## config.mk

```make
export PLATFORM = sky130hd
export DESIGN_NAME = clock_set_controller
export DESIGN_NICKNAME = d
export VERILOG_FILES = /design/src/rtl/clock_set_controller.sv
export SDC_FILE = /design/constraint.sdc
export NUM_CORES = 1
export LEC_CHECK = 0
export CORE_MARGIN = 3
export CORE_UTILIZATION = 29
export CTS_BUF_LIST = sky130_fd_sc_hd__clkbuf_4 sky130_fd_sc_hd__clkbuf_8 sky130_fd_sc_hd__clkbuf_16
export CTS_CLUSTER_DIAMETER = 100
export DETAILED_ROUTE_END_ITERATION = 8
export PLACE_DENSITY = 0.45
export SLEW_MARGIN = 20
export SYNTH_ARGS = -nofsm -noshare
export SYNTH_HDL_FRONTEND = slang
export SYNTH_SLANG_ARGS = --single-unit
```

## constraint.sdc

```tcl
create_clock -name i_clk -period 1.8 [get_ports i_clk]
set_input_delay 0.27 -clock i_clk [delete_from_list [all_inputs] [get_ports i_clk]]
set_output_delay 0.27 -clock i_clk [all_outputs]
set_load 0.005 [all_outputs]
```

## src/rtl/clock_set_controller.sv

```systemverilog
// Time-setting sequencer: MODE steps RUN -> SET_HOURS -> SET_MINUTES -> RUN.
// ADJUST gives one increment per tap, or auto-repeat (slow, then fast) while held.
module clock_set_controller #(
    parameter int HOLD_TICKS = 4,
    parameter int FAST_TICKS = 8,
    parameter int TIMEOUT_S  = 10,
    parameter int TO_W       = 4
) (
    input  logic i_clk,
    input  logic i_reset_n,
    input  logic i_mode_btn,
    input  logic i_adj_btn,
    input  logic i_1hz_stb,
    input  logic i_slow_set_stb,
    input  logic i_fast_set_stb,
    output logic o_set_hours,
    output logic o_set_minutes,
    output logic o_set_stb,
    output logic o_sec_clear,
    output logic o_blink_hours,
    output logic o_blink_minutes
);

    typedef enum logic [1:0] {
        MAIN_RUN     = 2'd0,
        MAIN_HOURS   = 2'd1,
        MAIN_MINUTES = 2'd2
    } main_state_t;

    typedef enum logic [1:0] {
        REP_IDLE = 2'd0,
        REP_WAIT = 2'd1,
        REP_SLOW = 2'd2,
        REP_FAST = 2'd3
    } rep_state_t;

    localparam int TK_MAX = (HOLD_TICKS > FAST_TICKS) ? HOLD_TICKS : FAST_TICKS;
    localparam int TK_W   = $clog2(TK_MAX + 1);

    localparam logic [TK_W-1:0] HOLD_LAST = TK_W'(HOLD_TICKS - 1);
    localparam logic [TK_W-1:0] FAST_LAST = TK_W'(FAST_TICKS - 1);
    localparam logic [TO_W-1:0] TO_LIMIT  = TO_W'(TIMEOUT_S);

    logic        mode_prev_r;
    logic        adj_prev_r;
    logic        mode_rise_r;
    logic        adj_rise_r;
    main_state_t main_r;
    rep_state_t  rep_r;
    logic [TK_W-1:0] tick_r;
    logic [TO_W-1:0] to_cnt_r;
    logic        toggle_r;
    logic        adjusted_r;

    logic        in_set_s;
    logic        any_rise_s;
    logic        to_hit_s;
    logic        main_chg_s;
    main_state_t main_nxt_s;
    rep_state_t  rep_nxt_s;
    logic [TK_W-1:0] tick_nxt_s;
    logic [TO_W-1:0] to_inc_s;
    logic [TO_W-1:0] to_nxt_s;
    logic        toggle_nxt_s;
    logic        adjusted_nxt_s;
    logic        stb_nxt_s;
    logic        sec_clr_nxt_s;

    // Next-state logic; button levels and rises are seen one cycle after sampling.
    always_comb begin
        in_set_s   = (main_r != MAIN_RUN);
        any_rise_s = mode_rise_r | adj_rise_r;

        to_inc_s = to_cnt_r;
        if (!in_set_s || any_rise_s || adj_prev_r) begin
            to_inc_s = '0;
        end else if (i_1hz_stb && (to_cnt_r != TO_LIMIT)) begin
            to_inc_s = to_cnt_r + TO_W'(1);
        end else begin
            to_inc_s = to_cnt_r;
        end
        to_hit_s = in_set_s && (to_inc_s == TO_LIMIT);

        main_nxt_s = main_r;
        if (mode_rise_r) begin
            case (main_r)
                MAIN_RUN:     main_nxt_s = MAIN_HOURS;
                MAIN_HOURS:   main_nxt_s = MAIN_MINUTES;
                MAIN_MINUTES: main_nxt_s = MAIN_RUN;
                default:      main_nxt_s = MAIN_RUN;
            endcase
        end else if (to_hit_s) begin
            main_nxt_s = MAIN_RUN;
        end else begin
            main_nxt_s = main_r;
        end
        main_chg_s = (main_nxt_s != main_r);
        to_nxt_s   = (main_nxt_s == MAIN_RUN) ? '0 : to_inc_s;

        // A MODE change pre-empts any ADJUST activity in the same cycle.
        rep_nxt_s  = rep_r;
        tick_nxt_s = tick_r;
        stb_nxt_s  = 1'b0;
        if (main_chg_s || (main_nxt_s == MAIN_RUN) || !adj_prev_r) begin
            rep_nxt_s  = REP_IDLE;
            tick_nxt_s = '0;
        end else begin
            case (rep_r)
                REP_IDLE: begin
                    if (adj_rise_r) begin
                        stb_nxt_s  = 1'b1;
                        rep_nxt_s  = REP_WAIT;
                        tick_nxt_s = '0;
                    end else begin
                        rep_nxt_s = REP_IDLE;
                    end
                end
                REP_WAIT: begin
                    if (!i_slow_set_stb) begin
                        tick_nxt_s = tick_r;
                    end else if (tick_r == HOLD_LAST) begin
                        rep_nxt_s  = REP_SLOW;
                        tick_nxt_s = '0;
                    end else begin
                        tick_nxt_s = tick_r + TK_W'(1);
                    end
                end
                REP_SLOW: begin
                    if (!i_slow_set_stb) begin
                        tick_nxt_s = tick_r;
                    end else if (tick_r == FAST_LAST) begin
                        stb_nxt_s  = 1'b1;
                        rep_nxt_s  = REP_FAST;
                        tick_nxt_s = '0;
                    end else begin
                        stb_nxt_s  = 1'b1;
                        tick_nxt_s = tick_r + TK_W'(1);
                    end
                end
                REP_FAST: begin
                    stb_nxt_s = i_fast_set_stb;
                end
                default: begin
                    rep_nxt_s  = REP_IDLE;
                    tick_nxt_s = '0;
                end
            endcase
        end

        sec_clr_nxt_s = (main_r == MAIN_MINUTES) && (main_nxt_s == MAIN_RUN) && adjusted_r;

        if (main_nxt_s == MAIN_RUN) begin
            adjusted_nxt_s = 1'b0;
        end else if (stb_nxt_s) begin
            adjusted_nxt_s = 1'b1;
        end else begin
            adjusted_nxt_s = adjusted_r;
        end

        if (main_chg_s || (main_nxt_s == MAIN_RUN)) begin
            toggle_nxt_s = 1'b0;
        end else if (i_1hz_stb) begin
            toggle_nxt_s = ~toggle_r;
        end else begin
            toggle_nxt_s = toggle_r;
        end
    end

    // State, counters, edge detectors and registered outputs.
    always_ff @(posedge i_clk or negedge i_reset_n) begin
        if (!i_reset_n) begin
            mode_prev_r     <= 1'b0;
            adj_prev_r      <= 1'b0;
            mode_rise_r     <= 1'b0;
            adj_rise_r      <= 1'b0;
            main_r          <= MAIN_RUN;
            rep_r           <= REP_IDLE;
            tick_r          <= '0;
            to_cnt_r        <= '0;
            toggle_r        <= 1'b0;
            adjusted_r      <= 1'b0;
            o_set_hours     <= 1'b0;
            o_set_minutes   <= 1'b0;
            o_set_stb       <= 1'b0;
            o_sec_clear     <= 1'b0;
            o_blink_hours   <= 1'b0;
            o_blink_minutes <= 1'b0;
        end else begin
            mode_prev_r     <= i_mode_btn;
            adj_prev_r      <= i_adj_btn;
            mode_rise_r     <= i_mode_btn & ~mode_prev_r;
            adj_rise_r      <= i_adj_btn & ~adj_prev_r;
            main_r          <= main_nxt_s;
            rep_r           <= rep_nxt_s;
            tick_r          <= tick_nxt_s;
            to_cnt_r        <= to_nxt_s;
            toggle_r        <= toggle_nxt_s;
            adjusted_r      <= adjusted_nxt_s;
            o_set_hours     <= (main_nxt_s == MAIN_HOURS);
            o_set_minutes   <= (main_nxt_s == MAIN_MINUTES);
            o_set_stb       <= stb_nxt_s;
            o_sec_clear     <= sec_clr_nxt_s;
            o_blink_hours   <= (main_nxt_s == MAIN_HOURS) && toggle_nxt_s && (rep_nxt_s == REP_IDLE);
            o_blink_minutes <= (main_nxt_s == MAIN_MINUTES) && toggle_nxt_s && (rep_nxt_s == REP_IDLE);
        end
    end

endmodule

```

==> results.txt <==
Reg2Reg Depth -> 6
First-pass GRT wire length -> 4520 µm
R2R setup slack -> 0.02 ns
Post-Syn Instances -> 125
Post-Route WL -> 2880 µm
Min cycle time layout -> 1.78 ns
Clock Skew -> 0.00504 ns
Core box area -> 4170 µm²
Max clock buf depth -> 2
Final Hold Viols -> 0
Routability cong. -> 0.883
Post-synthesis async set-or-reset flop share -> 1.00
CP Class -> reg2reg
Cell variety after synth -> 42
GR Util met3 -> 0.0331
Leak -> 0.722 nW
Port-buffer cells -> 12
Die H -> 73.2 µm
Max-Slew Margin vs Limit -> 0.707
Final worst slack -> 0.0156 ns
Final clock period utilization by the worst path -> 0.991
Fmax -> 0.560 GHz
CTS tree -> built
Detailed Place HPWL -> 1940 µm
Status -> finished clean
Required @ worst endpoint -> 1.94 ns
Nets -> 177
Fin Setup TNS -> 0 ns
Max IR drop VDD -> 485 µV
Unrepaired setup endpoints after global routing -> yes
Antenna-violating nets left -> 0
Fillers -> 381
Met2 Track Usage GR -> 0.166
Final Setup Violations -> 0
Ant diodes -> 0
Clk Latency, worst-skew pair -> 0.26 ns
Worst-Margin Slew -> 0.437 ns
Seq cells post-synth -> 24
Post-synthesis xor/xnor area fraction -> 0.0201
Crit path max fanout -> 5
Most common cell after layout, fill and taps aside -> dfrtp_1
Layout cells sized above 1 -> 0.360
Max-Cap Viols -> 0
Critical path arrival -> 1.92 ns
Post-Place Setup Slack -> -0.0751 ns
Site row count -> 23
Pre-antenna DRT Iters -> 4
Die area -> 5360 µm²
Commonest non-fill, non-tap cells in the layout -> 21 x dfrtp_1, 19 x buf_4, 12 x clkdlybuf4s50_1, 11 x nand2_1
Post-Synth Simple-Gate Area -> 0.197
Mapped Area -> 1310 µm²
Post-synth top area cell -> dfrtp_1
Synth Area in Adders -> 0.0765
Die width -> 73.2 µm
Vias -> 1055
Worst hold path class -> in2async
CP startpoint kind -> register
Clk slew on worst S/H paths -> 0.08 ns
Busiest layer in global routing -> met2
Total global-route track usage -> 0.108
Synth top area share -> 0.459
Fin cells -> 211
Sequential share of the synthesized area -> 0.459
Initial antenna violation count -> 0
CTS sink count -> 24
Primary FF master, synth -> dfrtp_1
EDFF count, synth -> 0
H-tree levels -> 1
Critical Path End Type -> register
Initial core utilization -> 0.314
Synthesized area per cell -> 10.5 µm²
Hold buffer count at cts -> 0
DR iter-0 viols -> 55
Top post-synthesis cells by area -> dfrtp_1 46%, ha_1 7.6%, nand2_1 3.7%, nor2b_1 2.9%, a21oi_1 2.7%
Reg-to-Reg End -> o_set_minutes
Routed len/inst -> 13.6 µm
Largest family of logic cells by synthesized area -> simple AND/OR/NAND/NOR gates
Clock buffer count from CTS -> 3
Placed cell count -> 201
Vias/cell -> 5.00
Largest net degree at the start of global routing -> 25
Residual DRC -> 0
Mux contribution to synthesized area -> 0.0153
Pins Over Slew Limit -> 0
Total power density per cell area -> 733 nW/µm²
Number of global-route vias before repair -> 986
Ys Warns -> 0
Ports -> 13
Synth Area in Compound Gates -> 0.195
CTS Root Cell -> clkbuf_8
Total congestion overflow -> 0
Global routing usage on met1 -> 0.152
Area grow syn2layout -> 40.8%
R2r startpoint -> to_cnt_r[1]
Syn Nets -> 140
stage by stage:
stage	hold WS [ns]	power, mW	cell area, µm²	util
CTS	0.379	1.32	1670	0.399
global placement	0.384	0.946	1590	0.382
global route	0.395	1.44	1840	0.442
finish	0.369	1.35	1840	0.442
detailed placement	0.393	0.941	1590	0.382
floorplan	-0.0256	0.794	1310	-
critical path: stages, from the launching register on:
cell	delay, ns
dfrtp_2	0.47
ha_4	0.17
a211o_1	0.27
a211oi_2	0.26
o21ai_2	0.15
o21ai_4	0.20
o21ai_0	0.13
layer usage:
layer  vias up  wire length [µm]
met3         4               148
met1       502              1310
li1        516                 -
met2        33              1410
met5         -                 0
met4         0                15
repair_timing:
action                     4_1_cts  5_1_grt
setup buffers                    1        4
pin swaps                        2       16
gates cloned                     1        0
setup endpoints to repair        5       13
gates resized for setup          2       32
synthesized netlist by cell type, types with 2 or more instances:
cell type,number
a21oi_1,7
a311oi_1,2
dfrtp_1,24
ha_1,8
inv_1,8
mux2i_1,2
nand2_1,13
nand2b_1,3
nand3_1,3
nor2_1,9
nor2b_1,6
nor4_1,2
o21ai_0,7
xnor2_1,3
power breakdown:
part	switching [mW]	internal (mW)
sequential	0.0441	0.597
clock	0.166	0.195
combinational	0.179	0.170
state kept, by name, indices dropped and copies added (netlist names):
| name | count |
|---|---|
| mode_rise_r | 1 |
| main_r | 2 |
| adjusted_r | 1 |
| o_blink_minutes | 1 |
| mode_prev_r | 1 |
| tick_r | 4 |
| o_set_hours | 1 |
| to_cnt_r | 4 |
| toggle_r | 1 |
| o_blink_hours | 1 |
| o_set_minutes | 1 |
| o_set_stb | 1 |
| o_sec_clear | 1 |
| rep_r | 2 |
| adj_rise_r | 1 |
| adj_prev_r | 1 |
final cells by class:
| cell class | count | area (µm²) | share of cell area |
|---|---|---|---|
| repair buffers | 33 | 285 | 0.155 |
| flip-flops and latches | 24 | 604 | 0.328 |
| inverters | 8 | 30.0 | 0.0163 |
| multi-input cells | 92 | 806 | 0.437 |
| clock buffers | 4 | 55.1 | 0.0299 |
| well taps | 50 | 62.6 | 0.0339 |
how the worst max path moves through the flow:
stage | from | endpoint | slack (ns)
after detailed placement | i_1hz_stb | o_set_minutes | -0.08
final | to_cnt_r[1] | o_set_minutes | 0.02
after floorplan | to_cnt_r[0] | o_sec_clear | 0.08
after global routing | to_cnt_r[1] | o_sec_clear | -0.07
after global placement | i_1hz_stb | o_set_minutes | -0.04
after CTS | to_cnt_r[0] | adjusted_r | -0.02
logic make-up (layout without fill, tap and decap cells):
group / after synthesis / count (layout)
XOR/XNOR: 3 / 3
AO/OA/AOI/OAI: 32 / 33
buffers and inverters: 10 / 45
multiplexers: 2 / 2
AND/OR/NAND/NOR: 46 / 46
flip-flops: 24 / 24
adder cells (fa/ha/maj): 8 / 8
No activity file was read; power rests on OpenSTA's default activity.
